===== src/rtl/mem_req_arb_if.sv =====
// Bundle of client request/response, shim request/response and status signals for mem_req_arb.
// The slave modport is the arbiter's view; the master modport is the clients'/shim's view.
interface mem_req_arb_if;
    logic [1:0]  c0_req_cmd;
    logic [21:0] c0_req_addr;
    logic [63:0] c0_req_dta;
    logic        c0_req_valid;
    logic        c0_req_ready;
    logic [1:0]  c1_req_cmd;
    logic [21:0] c1_req_addr;
    logic [63:0] c1_req_dta;
    logic        c1_req_valid;
    logic        c1_req_ready;
    logic [1:0]  c2_req_cmd;
    logic [21:0] c2_req_addr;
    logic [63:0] c2_req_dta;
    logic        c2_req_valid;
    logic        c2_req_ready;

    logic [1:0]  mem_req_rd_cmd;
    logic [21:0] mem_req_rd_addr;
    logic [63:0] mem_req_rd_dta;
    logic        mem_req_rd_valid;
    logic        mem_req_rd_en;
    logic [63:0] mem_res_wr_dta;
    logic        mem_res_wr_en;
    logic        mem_res_wr_almost_full;

    logic [63:0] c0_res_dta;
    logic        c0_res_valid;
    logic        c0_res_almost_full;
    logic [63:0] c1_res_dta;
    logic        c1_res_valid;
    logic        c1_res_almost_full;
    logic [63:0] c2_res_dta;
    logic        c2_res_valid;
    logic        c2_res_almost_full;
    logic        err_orphan_rsp;

    modport slave (
        input  c0_req_cmd, c0_req_addr, c0_req_dta, c0_req_valid,
        input  c1_req_cmd, c1_req_addr, c1_req_dta, c1_req_valid,
        input  c2_req_cmd, c2_req_addr, c2_req_dta, c2_req_valid,
        output c0_req_ready, c1_req_ready, c2_req_ready,
        output mem_req_rd_cmd, mem_req_rd_addr, mem_req_rd_dta, mem_req_rd_valid,
        input  mem_req_rd_en, mem_res_wr_dta, mem_res_wr_en,
        output mem_res_wr_almost_full,
        output c0_res_dta, c0_res_valid, c1_res_dta, c1_res_valid, c2_res_dta, c2_res_valid,
        input  c0_res_almost_full, c1_res_almost_full, c2_res_almost_full,
        output err_orphan_rsp
    );

    modport master (
        output c0_req_cmd, c0_req_addr, c0_req_dta, c0_req_valid,
        output c1_req_cmd, c1_req_addr, c1_req_dta, c1_req_valid,
        output c2_req_cmd, c2_req_addr, c2_req_dta, c2_req_valid,
        input  c0_req_ready, c1_req_ready, c2_req_ready,
        input  mem_req_rd_cmd, mem_req_rd_addr, mem_req_rd_dta, mem_req_rd_valid,
        output mem_req_rd_en, mem_res_wr_dta, mem_res_wr_en,
        input  mem_res_wr_almost_full,
        input  c0_res_dta, c0_res_valid, c1_res_dta, c1_res_valid, c2_res_dta, c2_res_valid,
        output c0_res_almost_full, c1_res_almost_full, c2_res_almost_full,
        input  err_orphan_rsp
    );
endinterface


===== src/rtl/mem_req_arb.sv =====
// Three-client memory request arbiter with a one-entry output register and a read-tag FIFO
// that routes responses back to the issuing client. Define MEM_ARB_C0_PRIO_EN to give client 0 strict priority.
module mem_req_arb #(
    parameter int TAG_DEPTH = 16,
    parameter int AF_LEVEL  = 12
) (
    input logic         clk,
    input logic         rst_n,
    mem_req_arb_if.slave bus
);
    localparam int         PW       = $clog2(TAG_DEPTH);
    localparam logic [1:0] CMD_READ = 2'd2;
    localparam logic [PW:0]   DEPTH_V = (PW+1)'(TAG_DEPTH);
    localparam logic [PW:0]   AF_V    = (PW+1)'(AF_LEVEL);
    localparam logic [PW:0]   CNT_ONE = {{PW{1'b0}}, 1'b1};
    localparam logic [PW-1:0] PTR_ONE = {{(PW-1){1'b0}}, 1'b1};

    logic [1:0]  w_cmd  [3];
    logic [21:0] w_addr [3];
    logic [63:0] w_dta  [3];
    logic [2:0]  w_valid;
    logic [2:0]  w_res_af;
    logic [2:0]  w_elig;
    logic        w_gnt_valid;
    logic [1:0]  w_gnt_id;
    logic        w_load;
    logic        w_accept;
    logic        w_push;
    logic        w_pop;
    logic [1:0]  w_pop_id;
    logic [PW:0] w_cnt_next;

    logic        r_valid;
    logic [1:0]  r_cmd;
    logic [21:0] r_addr;
    logic [63:0] r_dta;
    logic [1:0]  r_id;
    logic [1:0]  r_last;
    logic [1:0]  r_tag [TAG_DEPTH];
    logic [PW-1:0] r_wr_ptr;
    logic [PW-1:0] r_rd_ptr;
    logic [PW:0]   r_count;
    logic [2:0]  r_res_valid;
    logic [63:0] r_res_dta [3];
    logic        r_af;
    logic        r_err;

    assign w_cmd[0]  = bus.c0_req_cmd;
    assign w_cmd[1]  = bus.c1_req_cmd;
    assign w_cmd[2]  = bus.c2_req_cmd;
    assign w_addr[0] = bus.c0_req_addr;
    assign w_addr[1] = bus.c1_req_addr;
    assign w_addr[2] = bus.c2_req_addr;
    assign w_dta[0]  = bus.c0_req_dta;
    assign w_dta[1]  = bus.c1_req_dta;
    assign w_dta[2]  = bus.c2_req_dta;
    assign w_valid   = {bus.c2_req_valid, bus.c1_req_valid, bus.c0_req_valid};
    assign w_res_af  = {bus.c2_res_almost_full, bus.c1_res_almost_full, bus.c0_res_almost_full};

    assign w_push = r_valid && bus.mem_req_rd_en && (r_cmd == CMD_READ);
    assign w_pop  = bus.mem_res_wr_en && (r_count != '0);
    assign w_pop_id = r_tag[r_rd_ptr];

    always_comb begin
        w_cnt_next = r_count;
        if (w_push && !w_pop)
            w_cnt_next = r_count + CNT_ONE;
        else if (!w_push && w_pop)
            w_cnt_next = r_count - CNT_ONE;
    end

    // A READ may only be granted if its tag is guaranteed a slot once it is issued.
    always_comb begin
        for (int i = 0; i < 3; i++)
            w_elig[i] = w_valid[i] && ((w_cmd[i] != CMD_READ) || (w_cnt_next < DEPTH_V));
    end

`ifdef MEM_ARB_C0_PRIO_EN
    always_comb begin
        w_gnt_valid = 1'b1;
        w_gnt_id    = 2'd0;
        if (w_elig[0])
            w_gnt_id = 2'd0;
        else if (w_elig[1] && w_elig[2])
            w_gnt_id = (r_last == 2'd1) ? 2'd2 : 2'd1;
        else if (w_elig[1])
            w_gnt_id = 2'd1;
        else if (w_elig[2])
            w_gnt_id = 2'd2;
        else
            w_gnt_valid = 1'b0;
    end
`else
    logic [1:0] w_order [3];

    always_comb begin
        case (r_last)
            2'd0:    w_order = '{2'd1, 2'd2, 2'd0};
            2'd1:    w_order = '{2'd2, 2'd0, 2'd1};
            default: w_order = '{2'd0, 2'd1, 2'd2};
        endcase
    end

    // Scanning from the back lets the earliest eligible client in rotated order win.
    always_comb begin
        w_gnt_valid = 1'b0;
        w_gnt_id    = 2'd0;
        for (int k = 2; k >= 0; k--) begin
            if (w_elig[w_order[k]]) begin
                w_gnt_valid = 1'b1;
                w_gnt_id    = w_order[k];
            end
        end
    end
`endif

    assign w_load   = !r_valid || bus.mem_req_rd_en;
    assign w_accept = rst_n && w_load && w_gnt_valid;

    assign bus.c0_req_ready = w_accept && (w_gnt_id == 2'd0);
    assign bus.c1_req_ready = w_accept && (w_gnt_id == 2'd1);
    assign bus.c2_req_ready = w_accept && (w_gnt_id == 2'd2);

    // Illegal commands (MSB clear) are consumed on grant but leave the output register empty.
    always_ff @(posedge clk or negedge rst_n) begin
        if (!rst_n) begin
            r_valid <= 1'b0;
            r_cmd   <= 2'd0;
            r_addr  <= 22'd0;
            r_dta   <= 64'd0;
            r_id    <= 2'd0;
            r_last  <= 2'd2;
        end else if (w_load) begin
`ifdef MEM_ARB_C0_PRIO_EN
            if (w_gnt_valid && (w_gnt_id != 2'd0))
                r_last <= w_gnt_id;
`else
            if (w_gnt_valid)
                r_last <= w_gnt_id;
`endif
            if (w_gnt_valid && w_cmd[w_gnt_id][1]) begin
                r_valid <= 1'b1;
                r_cmd   <= w_cmd[w_gnt_id];
                r_addr  <= w_addr[w_gnt_id];
                r_dta   <= w_dta[w_gnt_id];
                r_id    <= w_gnt_id;
            end else begin
                r_valid <= 1'b0;
            end
        end
    end

    always_ff @(posedge clk) begin
        if (w_push)
            r_tag[r_wr_ptr] <= r_id;
    end

    always_ff @(posedge clk or negedge rst_n) begin
        if (!rst_n) begin
            r_wr_ptr <= '0;
            r_rd_ptr <= '0;
            r_count  <= '0;
        end else begin
            if (w_push)
                r_wr_ptr <= r_wr_ptr + PTR_ONE;
            if (w_pop)
                r_rd_ptr <= r_rd_ptr + PTR_ONE;
            r_count <= w_cnt_next;
        end
    end

    always_ff @(posedge clk or negedge rst_n) begin
        if (!rst_n) begin
            r_res_valid <= 3'b000;
            r_res_dta   <= '{64'd0, 64'd0, 64'd0};
            r_af        <= 1'b0;
            r_err       <= 1'b0;
        end else begin
            r_res_valid <= 3'b000;
            if (w_pop) begin
                r_res_valid[w_pop_id] <= 1'b1;
                r_res_dta[w_pop_id]   <= bus.mem_res_wr_dta;
            end
            if (bus.mem_res_wr_en && (r_count == '0))
                r_err <= 1'b1;
            r_af <= (w_cnt_next >= AF_V) || (|w_res_af);
        end
    end

    assign bus.mem_req_rd_valid = r_valid;
    assign bus.mem_req_rd_cmd   = r_cmd;
    assign bus.mem_req_rd_addr  = r_addr;
    assign bus.mem_req_rd_dta   = r_dta;
    assign bus.mem_res_wr_almost_full = r_af;
    assign bus.c0_res_valid = r_res_valid[0];
    assign bus.c1_res_valid = r_res_valid[1];
    assign bus.c2_res_valid = r_res_valid[2];
    assign bus.c0_res_dta   = r_res_dta[0];
    assign bus.c1_res_dta   = r_res_dta[1];
    assign bus.c2_res_dta   = r_res_dta[2];
    assign bus.err_orphan_rsp = r_err;
endmodule


===== src/flat_wrapper.sv =====
// flat-port wrapper written by rule: the top's interface ports become plain ports
module mem_req_arb_flat 
#(
    parameter int TAG_DEPTH = 16,
    parameter int AF_LEVEL  = 12
)
  (clk, rst_n, bus_c0_req_cmd, bus_c0_req_addr, bus_c0_req_dta, bus_c0_req_valid, bus_c1_req_cmd, bus_c1_req_addr, bus_c1_req_dta, bus_c1_req_valid, bus_c2_req_cmd, bus_c2_req_addr, bus_c2_req_dta, bus_c2_req_valid, bus_c0_req_ready, bus_c1_req_ready, bus_c2_req_ready, bus_mem_req_rd_cmd, bus_mem_req_rd_addr, bus_mem_req_rd_dta, bus_mem_req_rd_valid, bus_mem_req_rd_en, bus_mem_res_wr_dta, bus_mem_res_wr_en, bus_mem_res_wr_almost_full, bus_c0_res_dta, bus_c0_res_valid, bus_c1_res_dta, bus_c1_res_valid, bus_c2_res_dta, bus_c2_res_valid, bus_c0_res_almost_full, bus_c1_res_almost_full, bus_c2_res_almost_full, bus_err_orphan_rsp);
  mem_req_arb_if bus_i ();
  input logic clk;
  input logic rst_n;
  input wire logic [$bits(bus_i.c0_req_cmd)-1:0] bus_c0_req_cmd;
  input wire logic [$bits(bus_i.c0_req_addr)-1:0] bus_c0_req_addr;
  input wire logic [$bits(bus_i.c0_req_dta)-1:0] bus_c0_req_dta;
  input wire logic [$bits(bus_i.c0_req_valid)-1:0] bus_c0_req_valid;
  input wire logic [$bits(bus_i.c1_req_cmd)-1:0] bus_c1_req_cmd;
  input wire logic [$bits(bus_i.c1_req_addr)-1:0] bus_c1_req_addr;
  input wire logic [$bits(bus_i.c1_req_dta)-1:0] bus_c1_req_dta;
  input wire logic [$bits(bus_i.c1_req_valid)-1:0] bus_c1_req_valid;
  input wire logic [$bits(bus_i.c2_req_cmd)-1:0] bus_c2_req_cmd;
  input wire logic [$bits(bus_i.c2_req_addr)-1:0] bus_c2_req_addr;
  input wire logic [$bits(bus_i.c2_req_dta)-1:0] bus_c2_req_dta;
  input wire logic [$bits(bus_i.c2_req_valid)-1:0] bus_c2_req_valid;
  output wire logic [$bits(bus_i.c0_req_ready)-1:0] bus_c0_req_ready;
  output wire logic [$bits(bus_i.c1_req_ready)-1:0] bus_c1_req_ready;
  output wire logic [$bits(bus_i.c2_req_ready)-1:0] bus_c2_req_ready;
  output wire logic [$bits(bus_i.mem_req_rd_cmd)-1:0] bus_mem_req_rd_cmd;
  output wire logic [$bits(bus_i.mem_req_rd_addr)-1:0] bus_mem_req_rd_addr;
  output wire logic [$bits(bus_i.mem_req_rd_dta)-1:0] bus_mem_req_rd_dta;
  output wire logic [$bits(bus_i.mem_req_rd_valid)-1:0] bus_mem_req_rd_valid;
  input wire logic [$bits(bus_i.mem_req_rd_en)-1:0] bus_mem_req_rd_en;
  input wire logic [$bits(bus_i.mem_res_wr_dta)-1:0] bus_mem_res_wr_dta;
  input wire logic [$bits(bus_i.mem_res_wr_en)-1:0] bus_mem_res_wr_en;
  output wire logic [$bits(bus_i.mem_res_wr_almost_full)-1:0] bus_mem_res_wr_almost_full;
  output wire logic [$bits(bus_i.c0_res_dta)-1:0] bus_c0_res_dta;
  output wire logic [$bits(bus_i.c0_res_valid)-1:0] bus_c0_res_valid;
  output wire logic [$bits(bus_i.c1_res_dta)-1:0] bus_c1_res_dta;
  output wire logic [$bits(bus_i.c1_res_valid)-1:0] bus_c1_res_valid;
  output wire logic [$bits(bus_i.c2_res_dta)-1:0] bus_c2_res_dta;
  output wire logic [$bits(bus_i.c2_res_valid)-1:0] bus_c2_res_valid;
  input wire logic [$bits(bus_i.c0_res_almost_full)-1:0] bus_c0_res_almost_full;
  input wire logic [$bits(bus_i.c1_res_almost_full)-1:0] bus_c1_res_almost_full;
  input wire logic [$bits(bus_i.c2_res_almost_full)-1:0] bus_c2_res_almost_full;
  output wire logic [$bits(bus_i.err_orphan_rsp)-1:0] bus_err_orphan_rsp;
  assign bus_i.c0_req_cmd = bus_c0_req_cmd;
  assign bus_i.c0_req_addr = bus_c0_req_addr;
  assign bus_i.c0_req_dta = bus_c0_req_dta;
  assign bus_i.c0_req_valid = bus_c0_req_valid;
  assign bus_i.c1_req_cmd = bus_c1_req_cmd;
  assign bus_i.c1_req_addr = bus_c1_req_addr;
  assign bus_i.c1_req_dta = bus_c1_req_dta;
  assign bus_i.c1_req_valid = bus_c1_req_valid;
  assign bus_i.c2_req_cmd = bus_c2_req_cmd;
  assign bus_i.c2_req_addr = bus_c2_req_addr;
  assign bus_i.c2_req_dta = bus_c2_req_dta;
  assign bus_i.c2_req_valid = bus_c2_req_valid;
  assign bus_c0_req_ready = bus_i.c0_req_ready;
  assign bus_c1_req_ready = bus_i.c1_req_ready;
  assign bus_c2_req_ready = bus_i.c2_req_ready;
  assign bus_mem_req_rd_cmd = bus_i.mem_req_rd_cmd;
  assign bus_mem_req_rd_addr = bus_i.mem_req_rd_addr;
  assign bus_mem_req_rd_dta = bus_i.mem_req_rd_dta;
  assign bus_mem_req_rd_valid = bus_i.mem_req_rd_valid;
  assign bus_i.mem_req_rd_en = bus_mem_req_rd_en;
  assign bus_i.mem_res_wr_dta = bus_mem_res_wr_dta;
  assign bus_i.mem_res_wr_en = bus_mem_res_wr_en;
  assign bus_mem_res_wr_almost_full = bus_i.mem_res_wr_almost_full;
  assign bus_c0_res_dta = bus_i.c0_res_dta;
  assign bus_c0_res_valid = bus_i.c0_res_valid;
  assign bus_c1_res_dta = bus_i.c1_res_dta;
  assign bus_c1_res_valid = bus_i.c1_res_valid;
  assign bus_c2_res_dta = bus_i.c2_res_dta;
  assign bus_c2_res_valid = bus_i.c2_res_valid;
  assign bus_i.c0_res_almost_full = bus_c0_res_almost_full;
  assign bus_i.c1_res_almost_full = bus_c1_res_almost_full;
  assign bus_i.c2_res_almost_full = bus_c2_res_almost_full;
  assign bus_err_orphan_rsp = bus_i.err_orphan_rsp;
  mem_req_arb #(.TAG_DEPTH(TAG_DEPTH), .AF_LEVEL(AF_LEVEL)) u_core (.clk(clk), .rst_n(rst_n), .bus(bus_i));
endmodule

===== config.mk =====
export PLATFORM = sky130hd
export DESIGN_NAME = mem_req_arb_flat
export DESIGN_NICKNAME = d
export VERILOG_FILES = /design/src/rtl/mem_req_arb_if.sv /design/src/rtl/mem_req_arb.sv /design/src/flat_wrapper.sv
export SDC_FILE = /design/constraint.sdc
export NUM_CORES = 1
export LEC_CHECK = 0
export BUFFER_PORTS_ARGS = -buffer_cell sky130_fd_sc_hd__buf_4
export CORE_AREA = 4 4 239 241
export DETAILED_ROUTE_END_ITERATION = 8
export DIE_AREA = 0 0 243 245
export SLEW_MARGIN = 20
export SYNTH_ARGS = -nofsm -noshare
export SYNTH_HDL_FRONTEND = slang
export SYNTH_SLANG_ARGS = --single-unit

===== constraint.sdc =====
create_clock -name clk -period 10.9 [get_ports clk]
set_clock_uncertainty 0.05 [all_clocks]
set_input_delay 2.18 -clock clk [delete_from_list [all_inputs] [get_ports clk]]
set_output_delay 2.18 -clock clk [all_outputs]
set_load 0.01 [all_outputs]

Word-level counts from Yosys, hierarchy flattened
Memory sizes are Yosys's and may differ from the RTL's.
Index checks and enable logic that the tools add are counted.
{"block": "word_totals", "out_inout_bits": 289, "reg_bits": 303, "word_cells": 104, "input_bits": 338, "n_memories": 1, "mem_bits_rw": 32}
{"name": "u_core.r_tag", "depth": 16, "width": 2, "rd": 1, "rd_clocked_by_memory_dff": 0, "wr": 1, "line_no": "mem_req_arb.sv:39", "source": "logic [1:0] r_tag [TAG_DEPTH];"}
{"block": "op_classes", "magnitude_cmp": 10, "mux": 33, "eq_ne": 7, "addsub": 4, "n_bitwise": 2, "reduce_logical": 32}
{"op": "$bwmux W192", "count": 1}
{"op": "$mux W64", "count": 3}
{"op": "$bmux W64 S2", "count": 1}
{"op": "$demux W64 S2", "count": 1}
{"op": "$bmux W22 S2", "count": 1}
{"op": "$mux W22", "count": 2}
{"op": "$logic_and A1 B1 Y1", "count": 17}
{"op": "$lt A2 B3 Y1 const B", "count": 4}
{"op": "$pmux W6 S2", "count": 1}
{"op": "$mux W1", "count": 10}
{"op": "$mux W2", "count": 5}
{"op": "$mux W5", "count": 2}
{"op": "$add A4 B1 Y4 const B", "count": 2}
{"op": "$bmux W1 S2", "count": 3}
{"op": "$ge A3 B3 Y1 const B", "count": 2}
{"op": "$ne A2 B2 Y1 const B", "count": 3}
{"op": "$not A2 Y3", "count": 2}
{"op": "$add A5 B1 Y5 const B", "count": 1}
{"op": "$ge A5 B4 Y1 const B", "count": 1}
{"op": "$logic_not A5 Y1", "count": 1}
{"op": "$logic_or A1 B1 Y1", "count": 5}
{"op": "$lt A5 B5 Y1 const B", "count": 1}
{"op": "$reduce_bool A5 Y1", "count": 1}
{"op": "$sub A5 B1 Y5 const B", "count": 1}
{"op": "11 further kinds", "count": 17}

Longest topological paths before layout
{"block": "depth", "word_depth": 20, "mapped_depth": 13, "mapped_depth_nobuf": 10}

Worst setup path before layout
No wires, ideal clock.
{"block": "synth_path", "path_kind": "input port to output port", "startpoint": "input port bus_mem_req_rd_en", "endpoint": "output port bus_c0_req_ready", "required_time_ns": 8.670, "slack_ns": 4.537, "path_buffers": 3, "arrival_time_ns": 4.133, "cell_stages": 10, "path_cell_list": "and4b_1 > a41oi_1 > a211oi_4 > a21boi_2 > nor3b_2 > buf_4 > a21oi_2 > buf_2 > buf_2 > and3_1"}
{"block": "synth_between", "elab_chain_cells": 16, "elab_cells_between_ends": 31, "cone_classes": "order compare (1); mux (14); reduce/logical (16)"}
{"item": "from (decl)", "line_no": "flat_wrapper.sv:30", "source": "input wire logic [$bits(bus_i.mem_req_rd_en)-1:0] bus_mem_req_rd_en;"}
{"item": "$logic_and A1 B1 Y1 (*) (2 in series)", "line_no": "mem_req_arb.sv:60", "source": "assign w_push = r_valid && bus.mem_req_rd_en && (r_cmd == CMD_READ);"}
{"item": "$logic_not A1 Y1", "line_no": "mem_req_arb.sv:68", "source": "else if (!w_push && w_pop)"}
{"item": "$logic_and A1 B1 Y1", "line_no": "mem_req_arb.sv:68"}
{"item": "$mux W5", "line_no": "mem_req_arb.sv:68"}
{"item": "$mux W5 (*)", "line_no": "mem_req_arb.sv:66", "source": "if (w_push && !w_pop)"}
{"item": "named net u_core.w_cnt_next[4]", "line_no": "mem_req_arb.sv:31", "source": "logic [PW:0] w_cnt_next;"}
{"item": "$lt A5 B5 Y1 (*)", "line_no": "mem_req_arb.sv:75", "source": "w_elig[i] = w_valid[i] && ((w_cmd[i] != CMD_READ) || (w_cnt_next < DEPTH_V));"}
{"item": "$logic_or A1 B1 Y1", "line_no": "mem_req_arb.sv:75"}
{"item": "$logic_and A1 B1 Y1", "line_no": "mem_req_arb.sv:75"}
{"item": "$bmux W1 S2", "line_no": "mem_req_arb.sv:109", "source": "if (w_elig[w_order[k]]) begin"}
{"item": "$mux W1 (implied by the code)", "line_no": "mem_req_arb.sv:109"}
{"item": "$mux W2 or $mux W1 (tied branches) (3 in series)", "line_no": "mem_req_arb.sv:109"}
{"item": "$logic_not A2 Y1 or $logic_and A1 B1 Y1 (tied branches)", "line_no": "mem_req_arb.sv:120, mem_req_arb.sv:118"}
{"item": "$logic_and A1 B1 Y1 (*)", "line_no": "mem_req_arb.sv:120", "source": "assign bus.c0_req_ready = w_accept && (w_gnt_id == 2'd0);"}
{"item": "to (decl)", "line_no": "flat_wrapper.sv:23", "source": "output wire logic [$bits(bus_i.c0_req_ready)-1:0] bus_c0_req_ready;"}
The timed path passes the listed nets; every way through them passes the cells marked *. The select of a mux whose other input is x is not followed.

Worst setup path after layout
Ends and elaborated chain as after synthesis.

==> impl_results.md <==
- Status: completed
- Post-synth EDFFs: 32
- IO Pins: 627
- Area share of the largest cell type after synthesis: 0.510
- IO Port Bufs: 626
- Post-synthesis cell area: 14,800 um2
- Net count, final: 1,942
- Gr ovfl total: 0
- Fin cells: 2,331
- First-pass GRT wire length: 74,100 um
- Reg2reg start: u_core.r_count[0]
- PwrDens: 299 nW/um2
- Part of the power in registers: 0.350
- Yosys reg bits: 335
- Core outline area: 54,900 um2
- Worst r2r path cells: 12
- Dominant synthesized flop cell: dfrtp_1
- Overall routing resource usage: 0.162
- Placed insts: 2,260
- Worst-path clk slew: 0.06 ns
- Total Wirelength: 50,500 um
- Worst Hold Endpoint: u_core.bus.err_orphan_rsp
- Starting Density: 0.270
- Logic pwr share: 0.448
- Initial antenna violation count: 4
- Fmax: 135 MHz
- Depth of the worst hold-timing path: 1
- Clock power frac: 0.202
- Leak: 9.89 nW
- Critical path type: primary input to output port
- Final hold violation count: 0
- P_int: 4.27 mW
- Die height: 245 um
- Fill count: 5,236
- Pins Over Slew Limit: 0
- R2R Path End: u_core.bus.mem_req_rd_dta[22]
- Synthesis Warnings: 0
- Register Area: 8540 um2
- # rows: 86
- Synthesized net count: 1,327
- Setup TNS: 0 ns
- Critical Path AT: 5.19 ns
- Hold_sp: u_core.bus.err_orphan_rsp
- TritonCTS clock tree: done
- Total CTS buffers: 39
- Syn avg cell area: 15.1 um2
- Max Cap Viol: 0
- Switch share: 0.333
- Post-CTS Setup Bufs: 0
- Mapped Cells: 982
- Clk_lat worst skew: 0.55 ns
- Area growth syn-to-layout: 44.9%
- H-tree depth: 2
- Synth area leader: dfrtp_1
- Peak fanout along the critical path: 84
- Worst hold slack: 0.405 ns
- Fin crit period: 7.42 ns
- Most frequent cells in the layout: buf_4 (639), dfrtp_1 (302), mux2_2 (195), and2_1 (87)
- Cts repair resizes: 0
- Final core area utilization: 0.391
- R2r setup slk: 5.83 ns
- NetSw: 2.13 mW
- Worst Setup SP: bus_mem_req_rd_en
- Clk buf depth: 3
- Yosys cell types: 53
- Hold Crit Class: flop to flop
- Hold buffer count at CTS: 0
- Worst setup SP type: primary input
- Via/cell ratio: 4.57
- Worst Tran Pin Value: 1.09 ns
- Most common cell after layout, fill and taps aside: buf_4
- Layout cells sized above 1: 0.618
- DRC: 0
- CP Data Required Time: 8.67 ns
- Vias post-DR: 10.7k
- Die width: 243 um
- DIE AREA: 59,500 um2
- Clk root buf: clkbuf_16
- RSZ-0062 raised after global routing: false
- RePlAce Congestion: 0.906
- Final period util: 0.681
- HPWL Detailed: 39,500 um
- Async set-reset flop share out of synthesis: 0.904
- Setup violators final: 0
- Largest net degree at the start of global routing: 85
- CP Capture Type: output port
- First DRT Iteration DRCs: 368
- Peak supply drop: 134 uV
- Seq/Total Area, Yosys: 0.577
- Clk sinks: 335
- Post-route antenna net violation count: 0
- Dominant cells by area after synthesis: dfrtp_1 (51%), mux2_2 (15%), mux2_4 (8.7%)
- Drt pass-1 iters: 4
- Routed WL per cell: 21.7 um
- Slew margin rel.: 0.271
- Number of global-route vias before repair: 11.4k
- Area of the multi-input gates: 5890 um2
layout make-up:
class	instances	area share
clock buffer	61	0.0555
inverter	8	0.00140
clock inverter	9	0.00455
timing repair buffer	640	0.224
antenna	1	0.000117
tap	704	0.0411
multi-input combinational	573	0.275
sequential	335	0.398
critical path: stages:
cell      delay, ns
buf_4          0.09
and4b_1        0.46
a41oi_1        0.23
a211oi_4       0.44
a21oi_1        0.23
nor3b_4        0.37
buf_4          0.62
a21oi_4        0.18
and3_1         0.24
buf_4          0.14
worst max path at each step:
stage	to	slack, ns
after floorplan	bus_c0_req_ready	4.54
after global placement	bus_c0_req_ready	3.59
after detailed placement	bus_c0_req_ready	3.44
after CTS	bus_c0_req_ready	3.40
after global routing	bus_c0_req_ready	3.19
final	bus_c0_req_ready	3.48
power by group through the flow:
stage,clock network [mW],registers (mW),logic (mW)
CTS,1.34,2.25,2.94
finish,1.29,2.24,2.87
global route,1.39,2.32,3.05
detailed placement,0,2.26,2.94
global placement,0,2.25,2.89
floorplan,0,2.42,1.31
sequential cells by signal, indices dropped and copies added, names as in the netlist:
name                               cells
u_core.r_rd_ptr                        4
u_core.bus.err_orphan_rsp              1
u_core.bus.c2_res_dta                 64
u_core.r_last                          2
u_core.bus.c0_res_dta                 64
u_core.bus.c1_res_dta                 64
u_core.r_count                         5
u_core.bus.mem_req_rd_valid            1
u_core.bus.mem_req_rd_cmd              2
u_core.bus.mem_res_wr_almost_full      1
u_core.r_res_valid                     3
u_core.r_id                            2
u_core.r_wr_ptr                        4
u_core.bus.mem_req_rd_addr            22
u_core.bus.mem_req_rd_dta             64
u_core.r_tag                          32
synthesized netlist by cell type (all sizes together), types with 2 or more instances:
library cell	instances
nor2b	2
a21oi	6
mux4	10
edfxtp	32
inv	8
nand4	3
and2	88
buf	40
nand2b	3
nor2	16
nor3	7
a21o	2
mux2	281
a21boi	3
o21ai	4
nand2	15
dfrtp	302
o211ai	2
a211oi	2
nor3b	2
xnor2	10
ha	7
a221o	86
and3	6
clkbuf	26
cells by family (layout without fill, tap and decap cells):
family	count (synthesis)	after routing	share of synthesized area
other	0	1	0
DFF	335	335	0.577
and+or+nand+nor	150	150	0.0594
adders and majority gates	7	7	0.00592
muxes	292	292	0.252
buffers and inverters	74	718	0.0272
AOI/OAI and AO/OA	114	114	0.0727
xor gates and xnor gates	10	10	0.00592
layer usage:
metal  wire length, um  up-vias  GRT usage
met3              4200       70     0.0529
met4              1290        2     0.0445
met5                13        -          0
met2             26300      452      0.295
li1                  -     4878          -
met1             18700     5262      0.182
stage by stage:
step	instance area [um2]	total power [mW]	setup slack, ns
4_1_cts	21400	6.52	3.40
5_1_grt	21400	6.77	3.19
3_5_place_dp	20200	5.20	3.44
2_1_floorplan	14800	3.74	4.54
6_report	21400	6.40	3.48
3_3_place_gp	20200	5.14	3.59
Power figures use the tool's default switching activity.
